===== src/rtl/tick_timer_pkg.sv =====
// Shared constants for the tick timer: mode encodings and default widths.
package tick_timer_pkg;

   localparam logic MODE_PERIODIC       = 1'b0;
   localparam logic MODE_ONESHOT        = 1'b1;

   localparam int   DEFAULT_WIDTH       = 32;
   localparam int   DEFAULT_PRESC_WIDTH = 8;

endpackage


===== src/rtl/tick_timer_prescaler.sv =====
// Tick prescaler: strobes once every presc+1 enabled cycles.
// The whole module exists only when TICK_TIMER_PRESCALE_EN is defined.
`ifdef TICK_TIMER_PRESCALE_EN
module tick_prescaler
   import tick_timer_pkg::*;
#(
   parameter int PRESC_WIDTH = DEFAULT_PRESC_WIDTH
) (
   input  logic                   clk,
   input  logic                   rst,
   input  logic                   en,
   input  logic                   clr,
   input  logic [PRESC_WIDTH-1:0] presc,
   output logic                   strobe
);

   logic [PRESC_WIDTH-1:0] cnt_q;
   logic [PRESC_WIDTH-1:0] cnt_d;

   // Terminal test uses >= so a lowered divisor never wraps through the
   // full prescaler range before the next strobe.
   assign strobe = (cnt_q >= presc);

   // Next prescaler count: clear wins, then advance/restart while enabled.
   always_comb begin
      cnt_d = cnt_q;
      if (clr) begin
         cnt_d = {PRESC_WIDTH{1'b0}};
      end else if (en) begin
         if (strobe) begin
            cnt_d = {PRESC_WIDTH{1'b0}};
         end else begin
            cnt_d = cnt_q + {{(PRESC_WIDTH-1){1'b0}}, 1'b1};
         end
      end else begin
         cnt_d = cnt_q;
      end
   end

   // Prescaler count register with asynchronous reset.
   always_ff @(posedge clk or posedge rst) begin
      if (rst) begin
         cnt_q <= {PRESC_WIDTH{1'b0}};
      end else begin
         cnt_q <= cnt_d;
      end
   end

endmodule
`endif


===== src/rtl/tick_timer.sv =====
// Tick timer: periodic or one-shot up-counter with terminal-count tick.
// Optional prescaler enabled by defining TICK_TIMER_PRESCALE_EN.
module tick_timer
   import tick_timer_pkg::*;
#(
   parameter int WIDTH       = DEFAULT_WIDTH,
   parameter int PRESC_WIDTH = DEFAULT_PRESC_WIDTH
) (
   input  logic                   clk,
   input  logic                   rst,
   input  logic                   en,
   input  logic                   clr,
   input  logic                   load,
   input  logic [WIDTH-1:0]       load_val,
   input  logic [WIDTH-1:0]       period,
   input  logic                   mode,
`ifdef TICK_TIMER_PRESCALE_EN
   input  logic [PRESC_WIDTH-1:0] presc,
`endif
   output logic [WIDTH-1:0]       count,
   output logic                   tick,
   output logic                   done,
   output logic                   running
);

   logic [WIDTH-1:0] count_q;
   logic [WIDTH-1:0] count_d;
   logic             tick_q;
   logic             tick_d;
   logic             done_q;
   logic             done_d;
   logic             strobe_s;
   logic             step_s;

`ifdef TICK_TIMER_PRESCALE_EN
   // Load restarts the prescaler phase just like clear does.
   tick_prescaler #(
      .PRESC_WIDTH (PRESC_WIDTH)
   ) u_presc (
      .clk    (clk),
      .rst    (rst),
      .en     (en),
      .clr    (clr | load),
      .presc  (presc),
      .strobe (strobe_s)
   );
`else
   assign strobe_s = 1'b1;
`endif

   assign step_s  = en & strobe_s & ~done_q;
   assign count   = count_q;
   assign tick    = tick_q;
   assign done    = done_q;
   assign running = en & ~done_q;

   // Next-state: clr > load > step > hold; tick is a single-cycle pulse.
   always_comb begin
      count_d = count_q;
      tick_d  = 1'b0;
      done_d  = done_q;
      if (clr) begin
         count_d = {WIDTH{1'b0}};
         done_d  = 1'b0;
      end else if (load) begin
         count_d = load_val;
         done_d  = 1'b0;
      end else if (step_s) begin
         if (count_q >= period) begin
            tick_d = 1'b1;
            if (mode == MODE_PERIODIC) begin
               count_d = {WIDTH{1'b0}};
            end else begin
               count_d = count_q;
               done_d  = 1'b1;
            end
         end else begin
            count_d = count_q + {{(WIDTH-1){1'b0}}, 1'b1};
         end
      end else begin
         count_d = count_q;
      end
   end

   // Timer state registers with asynchronous active-high reset.
   always_ff @(posedge clk or posedge rst) begin
      if (rst) begin
         count_q <= {WIDTH{1'b0}};
         tick_q  <= 1'b0;
         done_q  <= 1'b0;
      end else begin
         count_q <= count_d;
         tick_q  <= tick_d;
         done_q  <= done_d;
      end
   end

endmodule

===== config.mk =====
export PLATFORM = sky130hd
export DESIGN_NAME = tick_timer
export DESIGN_NICKNAME = d
export VERILOG_FILES = /design/src/rtl/tick_timer_pkg.sv /design/src/rtl/tick_timer_prescaler.sv /design/src/rtl/tick_timer.sv
export SDC_FILE = /design/constraint.sdc
export NUM_CORES = 1
export LEC_CHECK = 0
export BUFFER_PORTS_ARGS = -buffer_cell sky130_fd_sc_hd__buf_2
export CAP_MARGIN = 20
export CORE_MARGIN = 2
export CORE_UTILIZATION = 55
export CTS_CLUSTER_DIAMETER = 200
export DETAILED_ROUTE_END_ITERATION = 8
export GPL_TIMING_DRIVEN = 0
export PLACE_DENSITY_LB_ADDON = 0.25
export SKIP_LAST_GASP = 1
export SLEW_MARGIN = 40
export SYNTH_ARGS = -nofsm -noshare
export SYNTH_HDL_FRONTEND = slang
export SYNTH_SLANG_ARGS = --single-unit

===== constraint.sdc =====
create_clock -name clk -period 4.85 [get_ports clk]
set_input_delay 0.485 -clock clk [delete_from_list [all_inputs] [get_ports clk]]
set_output_delay 0.485 -clock clk [all_outputs]
set_load 0.05 [all_outputs]

==> out/results.tsv, run 1 <==
stage	metric	value	unit
final_layout	layout cell share with drive strength beyond 1	0.254	
power_and_ir_drop	part of the power in registers	0.400	
run	Max Cap Violations	0	
cts	CTS tree	yes	
sta	Max Fclk	320	MHz
worst_hold_path	worst min path class	in -> async	
routing	number of iterations in the first detailed-routing pass	5	
grt	first-pass GRT wire length	15900	um
synthesis	Post-synth ARST share	1.00	
sta	fin crit period	3130	ps
synthesis	post-synth top area share	0.283	
routing	DR vias	3582	
sta	Min Hold Slack	249	ps
synthesis	Mapped Cells	368	
sta	worst slew pin tran	637	ps
setup_path	Worst Path Required	5000	ps
routing	detailed-route DRC error count	0	
cts	# H-tree levels	2	
die	core area	0.00517	mm2
cts	clk_lat worst skew	290	ps
placement	post-DP HPWL	7250	um
die	Boundary Pins	105	
synthesis	syn nets	471	
placement	Routability Congestion	0.916	
cts	Num CTS Buffers	5	
grt	overall global routing resource usage	0.322	
setup_path	critical path type	reg -> reg	
synthesis	top_reg_cell synth	dfrtp_1	
final_layout	fin util	0.717	
setup_path	startpoint types	flip-flop	
power_and_ir_drop	P_int	0.501	mW
power_and_ir_drop	Max VDD drop	0.212	mV
cts	post-CTS resize count	0	
routing	final WL	9750	um
power_and_ir_drop	sw power	0.312	mW
synthesis	Syn Area/Cell	8.16	um2
cts	number of setup buffers added after CTS	0	
synthesis	sequential-to-total area share from yosys stat	0.283	
routing	Initial DRC Count	409	
synthesis	register bit total from synthesis	34	
sta	Hold Vio Cnt, Final	0	
synthesis	top cells by area, synth	dfrtp_1, ha_1, a22oi_1	
power_and_ir_drop	Gate power share	0.323	
placement	I/O Buffers	104	
die	chip height	77.9	um
synthesis	number of synthesized flops with an enable pin	0	
power_and_ir_drop	Power Density	219	mW/mm2
synthesis	top-count cell post-synth	inv_1	
sta	Slew headroom	0.575	
sta	Final Skew	6.10	ps
routing	drt wl/cell	17.7	um
die	Starting Density	0.580	
cts	CTS Root Cell	clkbuf_8	
final_layout	antenna diode count	0	
cts	Hold Buf Count CTS	0	
grt	pin count of the biggest net entering global routing	35	
synthesis	Synthesis Warnings	0	
cts	Clock Tree Buf Depth	2	
routing	via density per instance	6.51	
die	die area	0.00606	mm2
power_and_ir_drop	P_leak	1.79	nW
synthesis	synth unique cells	39	
sta	Tcrit/Tclk final	0.645	
setup_path	CP Capture Type	flip-flop	
synthesis	post-synth top area cell	dfrtp_1	
final_layout	layout net count	582	
synthesis	post-synthesis cell area	0.00300	mm2
cts	clock slew seen by the registers of the worst setup and hold paths	70	ps
grt	vias in the first global route	3313	
die	Die W	77.9	um
status	status	completed	
die	row cnt	26	
power_and_ir_drop	Net Sw Frac	0.383	
grt	grt total ovfl	0	
sta	Setup Total Neg Slack	0	ps
grt	initial antenna violation count	0	
sta	final count of pins violating max slew	0	
synthesis	Synth top cells by count	inv_1, dfrtp_1, ha_1, o22ai_1	
setup_path	worst-path fanout max	10	
cts	CTS sink count	34	
sta	Setup-failing EPs final	0	
sta	RSZ-0062 raised after global routing	no	
final_layout	Layout area overhead	23.6	%
routing	Routed Antenna Nets	0	
power_and_ir_drop	Clock Power Share	0.277	
setup_path	Worst EP arrival	3280	ps
## area by class of cell
cell class              count  area, um2
multi-input cells         272       1890
inverters                  39        148
clock buffers               7       86.3
flip-flops and latches     34        851
fillers                   448       1460
repair buffers            104        520
well taps                  70       87.6
plain buffers              23        116
clock inverters             1       5.00
## flip-flops by register name, indices dropped and copies added, names as in the netlist
register and cells:
count 32, done 1, tick 1
## critical path, stage by stage (launching register included)
cell	delay [ps]
dfrtp_1	480
ha_1	330
nand4_1	150
nor4_1	390
o21ai_0	230
a31oi_1	260
nor2_1	120
o31ai_1	360
clkbuf_1	480
o22ai_1	180
## placed cells by master (no fill, tap or decap), drive strengths merged, types with 2 or more instances in the layout
master,instances
buf,109
inv,37
dfrtp,34
ha,33
o22ai,30
nand2,25
a22oi,25
clkbuf,25
nor3,21
o31ai,19
nor2,15
nand4,14
a21oi,13
o21ai,12
nor4,11
nand3,10
o41ai,10
a31oi,5
a32oi,5
nand2b,3
and3,3
or2,3
clkinv,3
a21o,2
and2,2
nor3b,2
## cells by family after synthesis
kind of cell,after synthesis,share of synthesized area
AND/OR/NAND/NOR,112,0.194
buffers and inverters,62,0.0875
AO/OA/AOI/OAI,126,0.293
flip-flops,34,0.283
adder cells (fa/ha/maj),33,0.138
multiplexers,1,0.00375
## per-layer routing
layer,routed length [um],vias up,track usage
li1,-,1650,-
met5,0,-,0
met3,994,20,0.0558
met2,4570,236,0.512
met1,4060,1676,0.450
met4,120,0,0.0893
## worst paths after layout
check / from / to / slack [ps] / cells past startpoint
max in group asynchronous: rst / count[18] / 4200 / 2
worst min-delay path: rst / done / 250 / 2
worst min register to register: done / done / 580 / 2
worst max-delay path: count[28] / count[19] / 1720 / 9
min in group clk: clr / done / 460 / 2
worst max register to register: count[28] / count[19] / 1720 / 9
## power groups by stage
stage / Combinational, mW / Sequential [mW] / Clock [mW]
global placement: 0.250 / 0.329 / 0
global route: 0.283 / 0.329 / 0.238
CTS: 0.260 / 0.324 / 0.223
floorplan: 0.119 / 0.378 / 0
finish: 0.263 / 0.325 / 0.225
detailed placement: 0.258 / 0.330 / 0
## through the flow
stage | power, mW | area (um2) | std cells | setup WS (ps)
floorplan | 0.497 | 3000 | 368 | 1920
global placement | 0.580 | 3610 | 542 | 1690
detailed placement | 0.588 | 3610 | 542 | 1660
CTS | 0.807 | 3700 | 550 | 1750
global route | 0.850 | 3710 | 550 | 1470
finish | 0.813 | 3710 | 550 | 1720
Power figures use the tool's default switching activity.
==> run 2, diff against run 1 <==
- CORE_UTILIZATION: 55 -> 51
- clock period: 4.85 -> 3.15 ns (I/O delays scaled with it)
==> run 2 against run 1 <==
Effect of this change:
- highest routed layer unchanged
- sequential cell count did not move
- wire length shrank 0.14%
- design area shrank 0.10%
- core utilization is 5.6 points lower
- critical path type unchanged
==> out/results.tsv, run 2 (synthesis gave the netlist of run 1 again) <==
stage	metric	value	unit	change
status	status	completed		unchanged
routing	Initial DRC Count	371		was 409
final_layout	layout cell share with drive strength beyond 1	0.263		was 0.254
grt	overall global routing resource usage	0.303		was 0.322
placement	I/O Buffers	104		unchanged
power_and_ir_drop	sw power	0.483	mW	was 0.312 mW
routing	DR vias	3555		was 3582
routing	number of iterations in the first detailed-routing pass	5		unchanged
cts	Clock Tree Buf Depth	2		unchanged
final_layout	commonest non-fill, non-tap cell in the layout	buf_2		unchanged
routing	via density per instance	6.45		was 6.51
sta	Final Skew	8.84	ps	was 6.10 ps
final_layout	max reg flops	32		unchanged
cts	number of setup buffers added after CTS	0		unchanged
power_and_ir_drop	part of the power in registers	0.409		was 0.400
die	row cnt	27		was 26
power_and_ir_drop	Power Density	331	mW/mm2	was 219 mW/mm2
sta	RSZ-0062 raised after global routing	no		unchanged
sta	fin crit period	2910	ps	was 3130 ps
power_and_ir_drop	Max VDD drop	0.366	mV	was 0.212 mV
final_layout	most frequent cells in the layout	buf_2, inv_1, dfrtp_1, ha_1, o22ai_1		unchanged
sta	Setup Total Neg Slack	0	ps	unchanged
sta	Min Hold Slack	68.6	ps	was 249 ps
cts	clock slew seen by the registers of the worst setup and hold paths	80	ps	was 70 ps
die	Die W	80.7	um	was 77.9 um
final_layout	number of fill cells	521		was 448
power_and_ir_drop	Gate power share	0.329		was 0.323
run	Max Cap Violations	0		unchanged
grt	vias in the first global route	3313		unchanged
setup_path	critical path type	reg -> reg		unchanged
sta	Setup-failing EPs final	0		unchanged
worst_hold_path	worst min path class	in -> async		unchanged
power_and_ir_drop	P_leak	1.80	nW	was 1.79 nW
routing	Routed Antenna Nets	0		unchanged
setup_path	Worst EP arrival	3120	ps	was 3280 ps
sta	Tcrit/Tclk final	0.924		was 0.645
cts	clk_lat worst skew	300	ps	was 290 ps
final_layout	Layout area overhead	23.4	%	was 23.6%
die	core area	0.00561	mm2	was 0.00517 mm2
routing	final WL	9740	um	was 9750 um
grt	grt total ovfl	0		unchanged
die	die area	0.00651	mm2	was 0.00606 mm2
power_and_ir_drop	P_int	0.744	mW	was 0.501 mW
cts	CTS Root Cell	clkbuf_8		unchanged
cts	CTS sink count	34		unchanged
final_layout	fin util	0.661		was 0.717
power_and_ir_drop	Power Total	1.23	mW	was 0.813 mW
power_and_ir_drop	Clock Power Share	0.263		was 0.277
setup_path	CP Capture Type	flip-flop		unchanged
cts	# H-tree levels	2		unchanged
placement	Routability Congestion	0.933		was 0.916
final_layout	layout net count	582		unchanged
grt	pin count of the biggest net entering global routing	35		unchanged
setup_path	worst-path fanout max	10		unchanged
grt	first-pass GRT wire length	15400	um	was 15900 um
die	chip height	80.7	um	was 77.9 um
cts	CTS tree	yes		unchanged
routing	detailed-route DRC error count	0		unchanged
sta	Max Fclk	344	MHz	was 320 MHz
sta	final count of pins violating max slew	0		unchanged
power_and_ir_drop	Net Sw Frac	0.394		was 0.383
sta	Hold Vio Cnt, Final	0		unchanged
cts	Num CTS Buffers	5		unchanged
setup_path	startpoint types	flip-flop		unchanged
die	Starting Density	0.535		was 0.580
setup_path	Worst Path Required	3360	ps	was 5000 ps
die	Boundary Pins	105		unchanged
final_layout	antenna diode count	0		unchanged
sta	worst slew pin tran	712	ps	was 637 ps
routing	drt wl/cell	17.7	um	about the same
placement	placed inst area	0.00361	mm2	about the same
final_layout	post-route cell area	0.00370	mm2	was 0.00371 mm2
grt	initial antenna violation count	0		unchanged
placement	post-DP HPWL	7210	um	was 7250 um
sta	Slew headroom	0.521		was 0.575
-- run 2: cell count changes in the layout (fill, tap and decap cells not counted), sizes merged --
cell / before / now
clkbuf: 25 / 22
buf: 109 / 110
clkinv: 3 / 4
-- run 2: worst paths after layout --
path	start	to	slack, ps	depth (start not counted)
hold reg to reg	done	done	590	2
setup reg to reg	count[29]	count[23]	240	10
setup / recovery	count[29]	count[23]	240	10
max in group asynchronous	rst	count[29]	2690	2
hold / removal	rst	count[0]	70	2
min in group clk	clr	done	270	2
-- run 2: power by group through the flow --
stage | sequential, mW | clock [mW] | combinational, mW
floorplan | 0.582 | 0 | 0.184
global placement | 0.507 | 0 | 0.386
detailed placement | 0.509 | 0 | 0.395
CTS | 0.501 | 0.315 | 0.397
global route | 0.506 | 0.340 | 0.438
finish | 0.502 | 0.322 | 0.403
-- run 2: area by class of cell --
class | count | area [um2] | area share
Sequential cell | 34 | 851 | 0.230
Clock inverter | 2 | 10.0 | 0.00270
Clock buffer | 5 | 68.8 | 0.0186
Tap cell | 72 | 90.1 | 0.0243
Buffer | 23 | 121 | 0.0328
Timing Repair Buffer | 104 | 520 | 0.140
Multi-Input combinational cell | 272 | 1900 | 0.512
Inverter | 39 | 148 | 0.0399
-- run 2: per-stage QoR --
step / setup slack [ps] / instances
final: 241 / 551
after floorplan: 222 / 368
after global placement: 85.6 / 544
after CTS: 30.4 / 551
after global routing: 23.0 / 551
after detailed placement: 55.1 / 544
-- run 2: layer usage --
layer | track usage | share of wire | up-vias
li1 | - | - | 1651
met5 | 0 | 0 | -
met1 | 0.403 | 0.40 | 1625
met3 | 0.0461 | 0.11 | 24
met2 | 0.502 | 0.47 | 255
met4 | 0.107 | 0.014 | 0
-- run 2: worst max-delay path: stages, from the launching register on --
cell	delay [ps]
dfrtp_1	470
ha_1	330
nand4_1	150
nor4_1	390
o21ai_0	220
a31oi_1	240
or2_1	150
buf_6	140
buf_1	440
o31ai_1	140
o22ai_1	150
-- run 2: what timing repair did --
action | CTS | global route
gates resized for setup | 0 | 10
hold buffers | 0 | 0
setup endpoints to repair | 0 | 30
endpoints found under the hold margin | 0 | 0
==> run 3, diff against run 2 <==
- ABC_AREA: not set -> 1
- CORE_UTILIZATION: 51 -> 54
==> run 3 against run 2 <==
Effect of this change:
- sequential cell count is the same
- first-iteration DRC count shrank 49%
- wire length grew 21%
- clock power grew 30%
- maximum frequency grew 20%
- clock skew grew 1.7 ps
==> out/results.tsv, run 3 <==
stage	metric	value	unit	change
grt	vias in the first global route	4089		was 3313
synthesis	synth unique cells	29		was 39
routing	drt wl/cell	14.3	um	was 17.7 um
placement	placed inst area	0.00435	mm2	was 0.00361 mm2
sta	final setup margin	731	ps	was 241 ps
sta	Setup-failing EPs final	0		unchanged
power_and_ir_drop	Power Total	1.43	mW	was 1.23 mW
final_layout	Layout area overhead	19.3	%	was 23.4%
routing	Routed Antenna Nets	0		unchanged
final_layout	layout cell share with drive strength beyond 1	0.186		was 0.263
placement	post-DP HPWL	9450	um	was 7210 um
synthesis	post-synthesis cell area	0.00374	mm2	was 0.00300 mm2
sta	Slew headroom	0.569		was 0.521
final_layout	footprint of the multi-input gates	0.00242	mm2	was 0.00190 mm2
final_layout	layout net count	844		was 582
sta	fin crit period	2420	ps	was 2910 ps
routing	detailed-route DRC error count	0		unchanged
final_layout	Final Non-Filler Cells	822		was 551
routing	via density per instance	5.24		was 6.45
synthesis	Synthesis Warnings	0		unchanged
die	Starting Density	0.553		was 0.535
grt	initial antenna violation count	0		unchanged
placement	Routability Congestion	1.00		was 0.933
sta	Hold Vio Cnt, Final	0		unchanged
sta	Min Hold Slack	77.3	ps	was 68.6 ps
synthesis	Mapped Cells	631		was 368
synthesis	post-synth top area cell	nand2_1		was dfrtp_1
die	Boundary Pins	105		unchanged
routing	DR vias	4310		was 3555
worst_hold_path	worst min path class	in -> async		unchanged
routing	number of iterations in the first detailed-routing pass	5		unchanged
synthesis	number of synthesized flops with an enable pin	0		unchanged
synthesis	top-count cell post-synth	nand2_1		was inv_1
synthesis	Synth top cells by count	nand2_1, inv_1, nor2_1, nand3_1, nand4_1		was inv_1, dfrtp_1, ha_1, o22ai_1
die	chip height	87.2	um	was 80.7 um
sta	worst slew pin tran	646	ps	was 712 ps
status	status	completed		unchanged
sta	Final Skew	10.5	ps	was 8.84 ps
cts	CTS sink count	34		unchanged
synthesis	post-synth top area share	0.263		was 0.283
final_layout	most frequent cells in the layout	nand2_1, buf_2, inv_1, nor2_1, nand3_1		was buf_2, inv_1, dfrtp_1, ha_1, o22ai_1
synthesis	top cells by area, synth	nand2_1, dfrtp_1, ha_1		was dfrtp_1, ha_1, a22oi_1
final_layout	max reg flops	32		unchanged
final_layout	fin util	0.660		was 0.661
die	Die W	87.2	um	was 80.7 um
placement	I/O Buffers	103		was 104
power_and_ir_drop	Max VDD drop	0.171	mV	was 0.366 mV
grt	first-pass GRT wire length	18900	um	was 15400 um
synthesis	register bit total from synthesis	34		unchanged
final_layout	antenna diode count	0		unchanged
setup_path	worst-path fanout max	10		unchanged
cts	clk_lat worst skew	300	ps	about the same
cts	Clock Tree Buf Depth	2		unchanged
synthesis	top_reg_cell synth	dfrtp_1		unchanged
cts	clock slew seen by the registers of the worst setup and hold paths	80	ps	about the same
grt	grt total ovfl	0		unchanged
cts	CTS Root Cell	clkbuf_8		unchanged
cts	Hold Buf Count CTS	0		unchanged
sta	Max Fclk	413	MHz	was 344 MHz
sta	RSZ-0062 raised after global routing	no		unchanged
setup_path	Worst EP arrival	2640	ps	was 3120 ps
grt	pin count of the biggest net entering global routing	35		unchanged
cts	# H-tree levels	2		unchanged
power_and_ir_drop	Power Density	320	mW/mm2	was 331 mW/mm2
setup_path	Worst Path Required	3370	ps	was 3360 ps
synthesis	sequential-to-total area share from yosys stat	0.228		was 0.283
synthesis	syn nets	734		was 471
cts	number of setup buffers added after CTS	0		unchanged
sta	Tcrit/Tclk final	0.768		was 0.924
cts	post-CTS resize count	0		unchanged
grt	overall global routing resource usage	0.319		was 0.303
setup_path	critical path type	reg -> reg		unchanged
routing	Initial DRC Count	188		was 371
routing	final WL	11800	um	was 9740 um
sta	Setup Total Neg Slack	0	ps	unchanged
placement	Place WS	792	ps	was 55.1 ps
die	row cnt	30		was 27
final_layout	post-route cell area	0.00446	mm2	was 0.00370 mm2
die	die area	0.00760	mm2	was 0.00651 mm2
die	core area	0.00676	mm2	was 0.00561 mm2
power_and_ir_drop	P_leak	2.70	nW	was 1.80 nW
synthesis	Syn Area/Cell	5.92	um2	was 8.16 um2
final_layout	commonest non-fill, non-tap cell in the layout	nand2_1		was buf_2
run	Max Cap Violations	0		unchanged
setup_path	startpoint types	flip-flop		unchanged
cts	Num CTS Buffers	5		unchanged
final_layout	number of fill cells	675		was 521
synthesis	Post-synth ARST share	1.00		unchanged
final_layout	register area	851	um2	unchanged
setup_path	CP Capture Type	flip-flop		unchanged
placement	dpl cells	814		was 544
cts	CTS tree	yes		unchanged
sta	final count of pins violating max slew	0		unchanged
[run 3: critical path, stage by stage (launching register included)]
cell and delay [ps]:
dfrtp_1 530, inv_2 130, ha_1 300, nand4_1 120, nor2_1 110, nor2_1 40, nand2_1 80, nand2_1 60
nand2_1 100, nand2_2 130, nand2_2 90, nand2_2 80, a21oi_4 220, buf_6 190, nand2_1 60, nand2_1 100
[run 3: cell families after synthesis]
family,after synthesis,synth area share
DFF,34,0.228
adders and majority gates,33,0.110
and+or+nand+nor,413,0.466
buffers and inverters,114,0.126
xor gates and xnor gates,15,0.0351
AOI/OAI and AO/OA,22,0.0351
[run 3: layout make-up]
cell class                 instances  share of cell area
buffer                            22              0.0278
clock inverter                     1             0.00673
timing repair buffer             103               0.116
multi-input combinational        483               0.542
sequential                        34               0.191
tap                               80              0.0224
clock buffer                       7              0.0171
inverter                          92              0.0777
[run 3: worst paths after layout]
| kind | cells after the start | start | end | slack [ps] |
|---|---|---|---|---|
| max | 15 | count[0] | count[16] | 730 |
| min | 2 | rst | count[30] | 80 |
| max reg2reg | 15 | count[0] | count[16] | 730 |
| min reg2reg | 2 | done | done | 590 |
| max in group asynchronous | 2 | rst | count[21] | 2670 |
| min in group clk | 3 | mode | done | 340 |
[run 3: report_power, final]
| part | switching [mW] | internal (mW) |
|---|---|---|
| Combinational | 0.321 | 0.160 |
| Clock | 0.180 | 0.237 |
| Sequential | 0.0635 | 0.465 |
| Total | 0.565 | 0.862 |
[run 3: per-layer routing]
layer | vias to the layer above | track usage | wire (um) | share of wire
met2 | 156 | 0.578 | 5820 | 0.49
met1 | 1926 | 0.387 | 5010 | 0.43
met4 | 0 | 0.112 | 337 | 0.029
li1 | 2198 | - | - | -
met3 | 30 | 0.0389 | 602 | 0.051
met5 | - | 0 | 0 | 0
